[config.mk]
export PLATFORM = sky130hd
export DESIGN_NAME = pc_fetch_gen
export DESIGN_NICKNAME = d
export VERILOG_FILES = /design/src/rtl/pc_fetch_gen_pkg.sv /design/src/rtl/pc_fetch_gen_redirect_hold.sv /design/src/rtl/pc_fetch_gen.sv
export SDC_FILE = /design/constraint.sdc
export NUM_CORES = 1
export LEC_CHECK = 0
export ABC_AREA = 1
export CORE_MARGIN = 2
export CORE_UTILIZATION = 49
export CTS_CLUSTER_SIZE = 8
export DETAILED_ROUTE_END_ITERATION = 8
export HOLD_SLACK_MARGIN = 0.08
export PLACE_DENSITY = 0.91
export REMOVE_ABC_BUFFERS = 1
export SLEW_MARGIN = 10
export SYNTH_ARGS = -nofsm -noshare
export SYNTH_HDL_FRONTEND = slang
export SYNTH_SLANG_ARGS = --single-unit
[constraint.sdc]
create_clock -name clk -period 1.7 [get_ports clk]
set_input_delay 0.17 -clock clk [delete_from_list [all_inputs] [get_ports clk]]
set_output_delay 0.17 -clock clk [all_outputs]
set_load 0.02 [all_outputs]
[src/rtl/pc_fetch_gen_pkg.sv]
// Shared constants and helpers for the IF-stage PC generator.
package pc_fetch_gen_pkg;

    // Default address width and the PC held while fetch is disabled.
    localparam int unsigned  ADDR_W_DEF       = 32;
    localparam logic [31:0]  RESET_VECTOR_DEF = 32'h3000_0000;

    // Legacy control-level names used by ctrl/id.
    localparam logic CHIP_ENABLE  = 1'b1;
    localparam logic CHIP_DISABLE = 1'b0;
    localparam logic STOP         = 1'b1;
    localparam logic BRANCH       = 1'b1;

    // Source of the next PC, resolved once per cycle in priority order.
    typedef enum logic [2:0] {
        SEL_HOLD   = 3'd0,
        SEL_FLUSH  = 3'd1,
        SEL_BRANCH = 3'd2,
        SEL_PEND   = 3'd3,
        SEL_STEP   = 3'd4
    } pc_sel_e;

    // True when an address is not a whole number of instructions.
    function automatic logic addr_misaligned(input logic [63:0] addr,
                                             input int unsigned inst_bytes);
        logic [63:0] mask;
        mask = 64'(inst_bytes) - 64'd1;
        return (addr & mask) != 64'd0;
    endfunction

endpackage

[src/rtl/pc_fetch_gen_redirect_hold.sv]
// Holds a branch redirect that arrived while fetch could not advance.
module pc_fetch_gen_redirect_hold #(
    parameter int unsigned ADDR_W = 32
) (
    input  logic              clk_i,
    input  logic              rst_ni,
    input  logic              flush_i,
    input  logic              adv_i,
    input  logic              branch_i,
    input  logic [ADDR_W-1:0] target_i,
    output logic              pend_o,
    output logic [ADDR_W-1:0] pend_addr_o
);

    logic              pend_q, pend_d;
    logic [ADDR_W-1:0] addr_q, addr_d;

    // A flush or any advance consumes/discards the held target; a stalled branch (re)loads it.
    always_comb begin
        pend_d = pend_q;
        addr_d = addr_q;
        if (flush_i || adv_i) begin
            pend_d = 1'b0;
        end else if (branch_i) begin
            pend_d = 1'b1;
            addr_d = target_i;
        end
    end

    // Pending flag and target register.
    always_ff @(posedge clk_i or negedge rst_ni) begin
        if (!rst_ni) begin
            pend_q <= 1'b0;
            addr_q <= '0;
        end else begin
            pend_q <= pend_d;
            addr_q <= addr_d;
        end
    end

    assign pend_o      = pend_q;
    assign pend_addr_o = addr_q;

endmodule

[src/rtl/pc_fetch_gen.sv]
// IF-stage PC generator: fetch request enable, next-PC selection and misalign flag.
// Handshake: ce is request-valid, imem_gnt_i is the accept; a request is consumed on a
// cycle where ce=1, imem_gnt_i=1 and stall[0]=0, and only then does the PC step.
module pc_fetch_gen
    import pc_fetch_gen_pkg::*;
#(
    parameter int unsigned       ADDR_W       = ADDR_W_DEF,
    parameter logic [ADDR_W-1:0] RESET_VECTOR = ADDR_W'(RESET_VECTOR_DEF),
    parameter int unsigned       INST_BYTES   = 4,
    parameter int unsigned       FETCH_W      = 1,
    parameter int unsigned       STALL_W      = 6
) (
    input  logic               clk,
    input  logic               rst,
    input  logic [STALL_W-1:0] stall,
    input  logic               flush,
    input  logic [ADDR_W-1:0]  new_pc,
    input  logic               branch_flag_i,
    input  logic [ADDR_W-1:0]  branch_target_address_i,
    input  logic               imem_gnt_i,
    output logic               ce,
    output logic [ADDR_W-1:0]  pc,
    output logic               redir_pend_o,
    output logic               misalign_o
);

    localparam logic [ADDR_W-1:0] STEP = ADDR_W'(FETCH_W * INST_BYTES);

    logic              ce_q;
    logic [ADDR_W-1:0] pc_q, pc_d;
    logic              mis_q, mis_d;
    logic              adv;
    logic              flush_en;
    logic              branch_en;
    logic              pend;
    logic [ADDR_W-1:0] pend_addr;
    pc_sel_e           sel;
    logic              unused_stall;

    // Only stall[0] matters to fetch; the rest of the ctrl vector is for later stages.
    assign unused_stall = ^stall;

    // Redirect inputs are ignored in the single cycle after reset so the first request
    // is always for RESET_VECTOR.
    assign adv       = ce_q && (stall[0] != STOP) && imem_gnt_i;
    assign flush_en  = ce_q && flush;
    assign branch_en = ce_q && (branch_flag_i == BRANCH);

    pc_fetch_gen_redirect_hold #(
        .ADDR_W (ADDR_W)
    ) u_redirect_hold (
        .clk_i       (clk),
        .rst_ni      (rst),
        .flush_i     (flush_en),
        .adv_i       (adv),
        .branch_i    (branch_en),
        .target_i    (branch_target_address_i),
        .pend_o      (pend),
        .pend_addr_o (pend_addr)
    );

    // Pick the next-PC source: flush, live branch, held branch, sequential step, hold.
    always_comb begin
        sel = SEL_HOLD;
        if (flush_en) begin
            sel = SEL_FLUSH;
        end else if (adv && branch_en) begin
            sel = SEL_BRANCH;
        end else if (adv && pend) begin
            sel = SEL_PEND;
        end else if (adv) begin
            sel = SEL_STEP;
        end
    end

    // Form the next PC; only redirect targets are checked for alignment.
    always_comb begin
        pc_d  = pc_q;
        mis_d = 1'b0;
        case (sel)
            SEL_FLUSH:  pc_d = new_pc;
            SEL_BRANCH: pc_d = branch_target_address_i;
            SEL_PEND:   pc_d = pend_addr;
            SEL_STEP:   pc_d = pc_q + STEP;
            default:    pc_d = pc_q;
        endcase
        if (sel == SEL_FLUSH || sel == SEL_BRANCH || sel == SEL_PEND) begin
            mis_d = addr_misaligned(64'(pc_d), INST_BYTES);
        end
    end

    // Fetch enable rises on the first edge after reset and stays high.
    always_ff @(posedge clk or negedge rst) begin
        if (!rst) begin
            ce_q <= CHIP_DISABLE;
        end else begin
            ce_q <= CHIP_ENABLE;
        end
    end

    // PC and misalign pulse registers.
    always_ff @(posedge clk or negedge rst) begin
        if (!rst) begin
            pc_q  <= RESET_VECTOR;
            mis_q <= 1'b0;
        end else begin
            pc_q  <= pc_d;
            mis_q <= mis_d;
        end
    end

    assign ce           = ce_q;
    assign pc           = pc_q;
    assign redir_pend_o = pend;
    assign misalign_o   = mis_q;

endmodule
==> results of run 1 <==
==> worst max-delay path by stage <==
stage,startpoint,to,slack (ns),cells after the start
finish,pc[10]$_DFFE_PN0P_,pc[10],0.05,2
detailed placement,flush,u_redirect_hold.pend_addr_o[14]$_DFFE_PN0P_,-0.12,7
floorplan,ce$_DFF_PN0_,u_redirect_hold.pend_addr_o[23]$_DFFE_PN0P_,-0.58,5
global route,pc[6]$_DFFE_PN0P_,pc[21]$_DFFE_PN0P_,-0.04,9
global placement,pc[2]$_DFFE_PN0P_,pc[22]$_DFFE_PN0P_,0.002,10
CTS,pc[5]$_DFFE_PN0P_,pc[5],0.01,2
==> layout make-up <==
cell class / count / area (µm²)
clock buffers: 11 / 151
clock inverters: 3 / 15.0
fillers: 690 / 2400
inverters: 69 / 259
multi-input cells: 447 / 2190
flip-flops and latches: 67 / 1680
well taps: 105 / 131
repair buffers: 146 / 1430
==> Yosys cell counts, drive strengths merged <==
cell    instances  area share [%]
a21boi          1            0.18
a21oi          26             3.1
a31oi           1            0.15
buf            20             2.7
clkbuf          1           0.089
conb            1           0.089
dfrtp          65              39
dfstp           2             1.3
ha              1            0.30
inv            69             6.2
mux2           11             3.7
nand2         180              16
nand3          75             9.3
nand4          16             2.7
nor2           79             7.9
nor3            4            0.48
o211ai          3            0.66
o21ai          41             4.9
o21bai          4            0.72
or2             4            0.60
==> where the power goes <==
part | switching (µW) | leakage (µW) | internal (µW)
combinational | 663 | 0.00180 | 670
clock | 611 | 0.0000908 | 586
sequential | 257 | 0.000809 | 1860
==> critical path, cell delays in order (launching register included) <==
cell	delay, ns
sky130_fd_sc_hd__dfrtp_1	0.40
sky130_fd_sc_hd__buf_4	0.14
sky130_fd_sc_hd__clkdlybuf4s50_1	0.60
==> metal layers <==
| metal | vias up | part of all wire [%] | global-route usage, % |
|---|---|---|---|
| li1 | 2213 | - | - |
| met1 | 2187 | 43 | 37.0 |
| met2 | 139 | 50 | 48.4 |
| met3 | 13 | 5.4 | 5.04 |
| met4 | 0 | 1.1 | 7.28 |
| met5 | - | 0 | 0 |
==> metrics by stage <==
step / setup TNS [ns] / area (µm²) / cells / hold slack (ns) / total power [µW]
after floorplan: -20.13 / 4070 / 583 / -0.126 / 2710
after global placement: 0 / 5580 / 829 / 0.221 / 3380
after detailed placement: -2.84 / 5580 / 829 / 0.243 / 3440
after CTS: 0 / 5770 / 844 / 0.409 / 4630
after global routing: -0.0415 / 5850 / 848 / 0.428 / 4890
final: 0 / 5850 / 848 / 0.398 / 4640
==> flip-flops by register name (all words and copies together), names as in the netlist <==
signal and cells:
u_redirect_hold.pend_o 1, misalign_o 1, pc 32, ce 1, u_redirect_hold.pend_addr_o 32
==> kinds of logic (layout without fill, tap and decap cells) <==
logic type | count (synthesis) | in the layout | share of synthesized area (%)
compound gates | 76 | 76 | 9.70
fa+ha+maj | 1 | 1 | 0.298
buf+inv | 90 | 229 | 9.01
flops | 67 | 67 | 40.0
mux | 11 | 11 | 3.67
other cells | 1 | 1 | 0.0894
simple gates | 358 | 358 | 37.2
==> what timing repair did <==
action / in CTS / in global routing
pin swaps: 0 / 1
endpoints found under the setup margin: 8 / 20
hold endpoints to repair: 65 / 0
setup buffers: 0 / 4
gates resized for setup: 6 / 21
hold buffers: 1 / 0
==> flow_results.org, run 1 <==
** Routing
- Wires add up to 12700 µm.
- Number of iterations in the first detailed-routing pass :: 5
- After detailed routing, the number of vias per cell comes to 5.37.
- In this run, the number of DRC markers left after iteration 0 of detailed routing was 187.
- DRC violation count after routing :: 0
- Count of vias placed by the detailed router :: 4552
- ANT nets after route :: 0
- Dividing the detail-routed wire length by the instance count gives 15.0 µm.

** Worst setup path
- R2r startpoint :: ce$_DFF_PN0_
- At the worst endpoint, the arrival time is 1.48 ns.
- Counting cells, the worst reg-to-reg path comes to 6.
- Critical register-to-register path endpoint :: u_redirect_hold.pend_addr_o[14]$_DFFE_PN0P_
- At the worst endpoint, the required time is 1.53 ns.
- Element type at the critical path end :: primary output
- Reg2Reg Setup Slack :: 0.10 ns
- The critical path is of the flip-flop to primary output type.
- CP startpoint kind :: flip-flop
- In this run the worst path has a maximum fanout of 4.

** Yosys
- Number of cells produced by synthesis :: 604
- Register bit count reported by yosys :: 67
- Count of yosys warnings during synthesis :: 0
- In this run, distinct cell masters in the synthesized netlist total 33.
- For this run, the register share of the synthesized area comes to 40.0%.
- Cell Area, Synth :: 4190 µm²
- In this run the mean area of a mapped cell was 6.94 µm².

** STA
- Total of endpoints with negative setup slack in the final report :: 0
- On the final layout, the worst clock skew is 0.0117 ns.
- The count of final max-slew check failures came to 0.
- Maximum achievable frequency :: 0.607 GHz
- Period utilization :: 96.9%
- Final min period :: 1.65 ns
- Setup slack on the critical path of the routed design comes to 0.0525 ns.
- Count of final hold-check violations :: 0

** Die
- Row generation in the floorplan step produced 33 rows.
- Die outline area :: 9310 µm²
- Pin placement for this block handled 110 I/O pins.
- Core outline area :: 8260 µm²
- Die Span Y :: 96.5 µm
- Starting utilization of the core area :: 50.8%
- From left edge to right edge, the die measures 96.5 µm.

** Place
- Detailed placement ended at an HPWL of 9750 µm.
- Placer's final routability congestion estimate :: 0.871
- OpenSTA, run right after detailed placement, puts the worst setup slack at -0.122 ns.
- During placement, the flow inserted port buffers numbering 104.

** Clocking
- Clock root buffer :: sky130_fd_sc_hd__clkbuf_8
- Clk slew on worst S/H paths :: 0.07 ns
- # clock sinks :: 67
- The H-tree was split into 3 levels.
- Worst-Skew Late Latency :: 0.34 ns
- Max Root-Sink Buffers :: 2
- TritonCTS clock tree :: yes
- Cts bufs inserted :: 9

** Cells and area
- Highest-count cells in the layout ignoring fill and taps :: 176 x sky130_fd_sc_hd__nand2_1, 96 x sky130_fd_sc_hd__clkdlybuf4s50_1, 73 x sky130_fd_sc_hd__nand3_1
- Of the cells placed in the final design, the portion with a size suffix greater than 1 is 14.0%.
- Diode count :: 0
- At the end of the flow, the number of nets in the layout was 816.
- Leading cell type in the layout, fill and taps excluded :: sky130_fd_sc_hd__nand2_1
- Area overhead of the layout relative to synthesis :: 39.6%
- Post-layout utilization of the core :: 70.9%

** Global routing
- Vias in the first global route :: 4414
- The number of antenna violations at the first check in global routing is 0.
- Overall routing resource usage :: 28.3%
- First-pass GRT wire length :: 20400 µm
- Total overflow reported by the global router :: 0
- Entering global routing, the biggest net connects 37 pins.

** Power
- Static Leak :: 0.00270 µW
- Power Density :: 793 nW/µm²
- IR analysis of the VDD net gives a maximum drop of 0.485 mV.

** Job
- Max-Cap Viols :: 0

** Worst hold path
- The worst hold path belongs to the class input port to asynchronous set/reset pin.

** Status
- Outcome :: finished, final reports clean
Power figures use the tool's default switching activity.
==> run 2, diff against run 1 <==
--- a/config.mk
+++ b/config.mk
@@ -6,6 +6,7 @@
 export NUM_CORES = 1
 export LEC_CHECK = 0
 export ABC_AREA = 1
+export CORE_ASPECT_RATIO = 1.2
 export CORE_MARGIN = 2
 export CORE_UTILIZATION = 49
 export CTS_CLUSTER_SIZE = 8
==> run 2 against run 1 <==
Effect of this change:
- sequential cell count did not move
- global-route usage decreased by 0.47 points
- critical endpoint is now pc[27]
- wire length is 1.3% higher
- worst setup slack worse by 0.0034 ns
- worst hold slack lost 0.0093 ns
- critical path depth is 1 lower
- highest routed layer unchanged
- die area barely moved
- register-to-register slack improved by 0.02 ns
- critical path type unchanged
- first-iteration DRC count up 36%
- combinational power about the same
- final cell count increased by 0.94%
==> flow_results.org, run 2 (same netlist as run 1, synthesis figures left out) <==
** Clocking
- Cts bufs inserted :: 9 (unchanged)
- TritonCTS built the clock tree.
- Clock root buffer :: sky130_fd_sc_hd__clkbuf_8
- The H-tree depth is 3 (unchanged).
- The number of sinks handled by clock tree synthesis came to 67 (unchanged).
- The worst-case clock buffer depth was 2 (unchanged).
- Worst-Skew Late Latency :: 0.34 ns (about the same)
- The CTS clock-pin slew for the worst setup and hold paths is 0.08 ns (about the same).

** Routing
- ANT nets after route :: 0 (unchanged)
- The count of routing violations after the opening detailed-route iteration came to 254 (+36%).
- Count of vias placed by the detailed router :: 4580 (+0.62%)
- The average routed wire per standard cell came to 15.0 µm (+0.37%).
- The number of DRC violations after detailed routing came to 0 (unchanged).
- Number of iterations in the first detailed-routing pass :: 7 (+2)
- The ratio of routed vias to standard cells was 5.35 (-0.33%).
- Detailed-route wire length :: 12900 µm (+1.3%)

** Power
- The leakage power is 0.00269 µW (-0.35%).
- The total power density per cell area was 813 nW/µm² (+2.4%).
- The switching power as a share of total power was 32.4% (-0.61 points).
- The portion of total power attributed to combinational logic was 27.9% (-0.8 points).
- The sequential group share of total power is 44.1% (-1.4 points).
- The switching power is 1550 µW (+1.1%).
- Internal portion of total power :: 3230 µW (+3.9%)
- The peak ir drop on the vdd network came to 0.489 mV (+0.81%).
- The clock network fraction of total power came to 28.0% (+2.2 points).

** Die
- The die footprint is 9320 µm² (about the same).
- The total core area was 8200 µm² (-0.73%).
- The floorplan row count is 36 (+9.1%).
- The initial core utilization was 51.1% (+0.37 points).
- Die Span Y :: 105 µm (+9.2%)
- DIE WIDTH :: 88.4 µm (-8.4%)
- I/O pin count :: 110 (unchanged)

** Cells and area
- Leading cell type in the layout, fill and taps excluded :: sky130_fd_sc_hd__nand2_1
- The post-route non-filler standard cell count was 856 (+0.94%).
- The proportion of layout cells with a drive suffix above 1 was 12.5% (-1.5 points).
- Fill cell instance count of the final layout :: 652 (-5.5%)
- Final-stage net count :: 813 (-0.37%)
- The area growth from synthesis to layout is 40.3%.
- Highest-count cells in the layout ignoring fill and taps :: 176 x sky130_fd_sc_hd__nand2_1, 95 x sky130_fd_sc_hd__clkdlybuf4s50_1, 74 x sky130_fd_sc_hd__nand3_1
- Diode count :: 0 (unchanged)

** STA
- Setup repair after global routing missed its margin :: true
- The time the final worst path needs with I/O delays and setup was 1.65 ns (+0.00344 ns).
- PnR worst setup slack :: 0.0491 ns (-0.00344 ns)
- The final hold violation count came to 0 (unchanged).
- Maximum achievable frequency :: 0.606 GHz (-0.21%)
- The clock skew came to 0.0102 ns (-0.00150 ns).
- The final-report setup violation count came to 0 (unchanged).
- Slew Viols, Final :: 0 (unchanged)
- The period utilization came to 97.1% (+0.20 points).

** Worst setup path
- The combined buffer and inverter count along the critical path came to 1 (-1).
- Grouping stages by cell kind, the critical path spends the most delay in buffers and inverters.
- Critical path fanouts, max :: 7 (+3)
- Element type at the critical path end :: primary output
- The worst setup path is launched from a flip-flop.
- Arrival time of the worst setup path :: 1.48 ns (about the same)
- Slowest-stage cell, CP :: sky130_fd_sc_hd__clkdlybuf4s50_1
- CP Class :: flip-flop to primary output
- Walking the worst path, the cells encountered are clkdlybuf4s50_1.
- Data required time of the worst path :: 1.53 ns (about the same)
- The maximum cell stage delay along the critical path was 0.66 ns (+0.06 ns).

** Worst hold path
- The tightest min-delay check is of the input port to asynchronous set/reset pin type.

** Global routing
- Layer with the highest usage after global routing :: met2
- The number of global-route vias before repair came to 4387 (-0.61%).
- Met2 Track Usage GR :: 46.5% (-2.0 points)
- The global-route wire length before repair was 20400 µm (-0.17%).
- Global-route met3 utilization :: 3.29% (-1.8 points)
- The pin count of the biggest net entering global routing was 41 (+11%).
- Antenna violations before repair :: 0 (unchanged)
- The final global-route overflow total is 0 (unchanged).
- The all-layer global routing usage is 27.8% (-0.47 points).
- Met1 track utilization from global routing :: 35.8% (-1.3 points)

** Status
- The run finished with clean final reports.

** Place
- Total half-perimeter wirelength after legalization and detailed placement :: 9420 µm (-3.4%)
- The weighted congestion reported at the end of routability-driven placement came to 0.990 (+14%).
- Count of buffers inserted at the top-level ports :: 104 (unchanged)
- Number of cells after detailed placement :: 833 (+0.48%)
- Placement-stage worst setup slack :: -0.106 ns (+0.0168 ns)

** Job
- The number of max-capacitance violations reported is 0 (unchanged).
## run 2: cell count changes in the layout (fill, tap and decap cells not counted), sizes merged
cell,delta
clkdlybuf4s50,-1
dlymetal6s2s,-2
clkinvlp,+1
bufinv,+1
dlygate4sd2,+3
buf,-3
## run 2: path summary, 6_finish.rpt
path / start / to / slack (ns) / cells past startpoint
worst min register to register: u_redirect_hold.pend_addr_o[15]$_DFFE_PN0P_ / u_redirect_hold.pend_addr_o[15]$_DFFE_PN0P_ / 0.49 / 2
max in group asynchronous: rst / pc[3]$_DFFE_PN0P_ / 0.95 / 3
worst min-delay path: rst / pc[17]$_DFFE_PN0P_ / 0.39 / 3
min in group clk: branch_target_address_i[14] / u_redirect_hold.pend_addr_o[14]$_DFFE_PN0P_ / 0.40 / 3
worst max register to register: pc[2]$_DFFE_PN0P_ / pc[22]$_DFFE_PN0P_ / 0.12 / 10
worst max-delay path: pc[27]$_DFFE_PN0P_ / pc[27] / 0.05 / 1
## run 2: layout make-up
class / count / area, µm² / area share, %
Inverter: 69 / 259 / 4.40
Sequential cell: 67 / 1680 / 28.6
Clock inverter: 5 / 52.6 / 0.893
Timing Repair Buffer: 143 / 1440 / 24.4
Tap cell: 114 / 143 / 2.43
Multi-Input combinational cell: 447 / 2170 / 36.9
Clock buffer: 11 / 141 / 2.40
## run 2: routing by layer
layer  vias to the layer above  wire (µm)
li1                       2216          -
met1                      2165       5380
met2                       170       6600
met3                        29        556
met4                         0        329
met5                         -          0
## run 2: per-stage QoR
| step | setup TNS [ns] | hold slack (ns) | instance area (µm²) | power, µW | utilization (%) |
|---|---|---|---|---|---|
| floorplan | -20.13 | -0.126 | 4070 | 2710 | - |
| global placement | -0.0753 | 0.226 | 5580 | 3390 | 68.1 |
| detailed placement | -1.89 | 0.239 | 5580 | 3440 | 68.1 |
| CTS | 0 | 0.397 | 5780 | 4760 | 70.5 |
| global route | -0.0327 | 0.417 | 5880 | 5000 | 71.7 |
| finish | 0 | 0.389 | 5880 | 4780 | 71.7 |
## run 2: tightest hold or removal path: cells and delay by family
family | cells | cell delay (ns)
buf+inv | 3 | 0.99
## run 2: what timing repair did
item,in CTS,in global routing
setup endpoints to repair,5,17
gates resized for setup,5,15
setup buffers,0,6
pin swaps,0,1
hold buffers,1,0
hold endpoints to repair,65,0
## run 2: power groups by stage
stage | logic [µW] | registers (µW) | clock network (µW)
finish | 1330 | 2110 | 1340
global route | 1450 | 2140 | 1410
CTS | 1320 | 2100 | 1340
detailed placement | 1320 | 2120 | 0
global placement | 1280 | 2110 | 0
floorplan | 494 | 2220 | 0
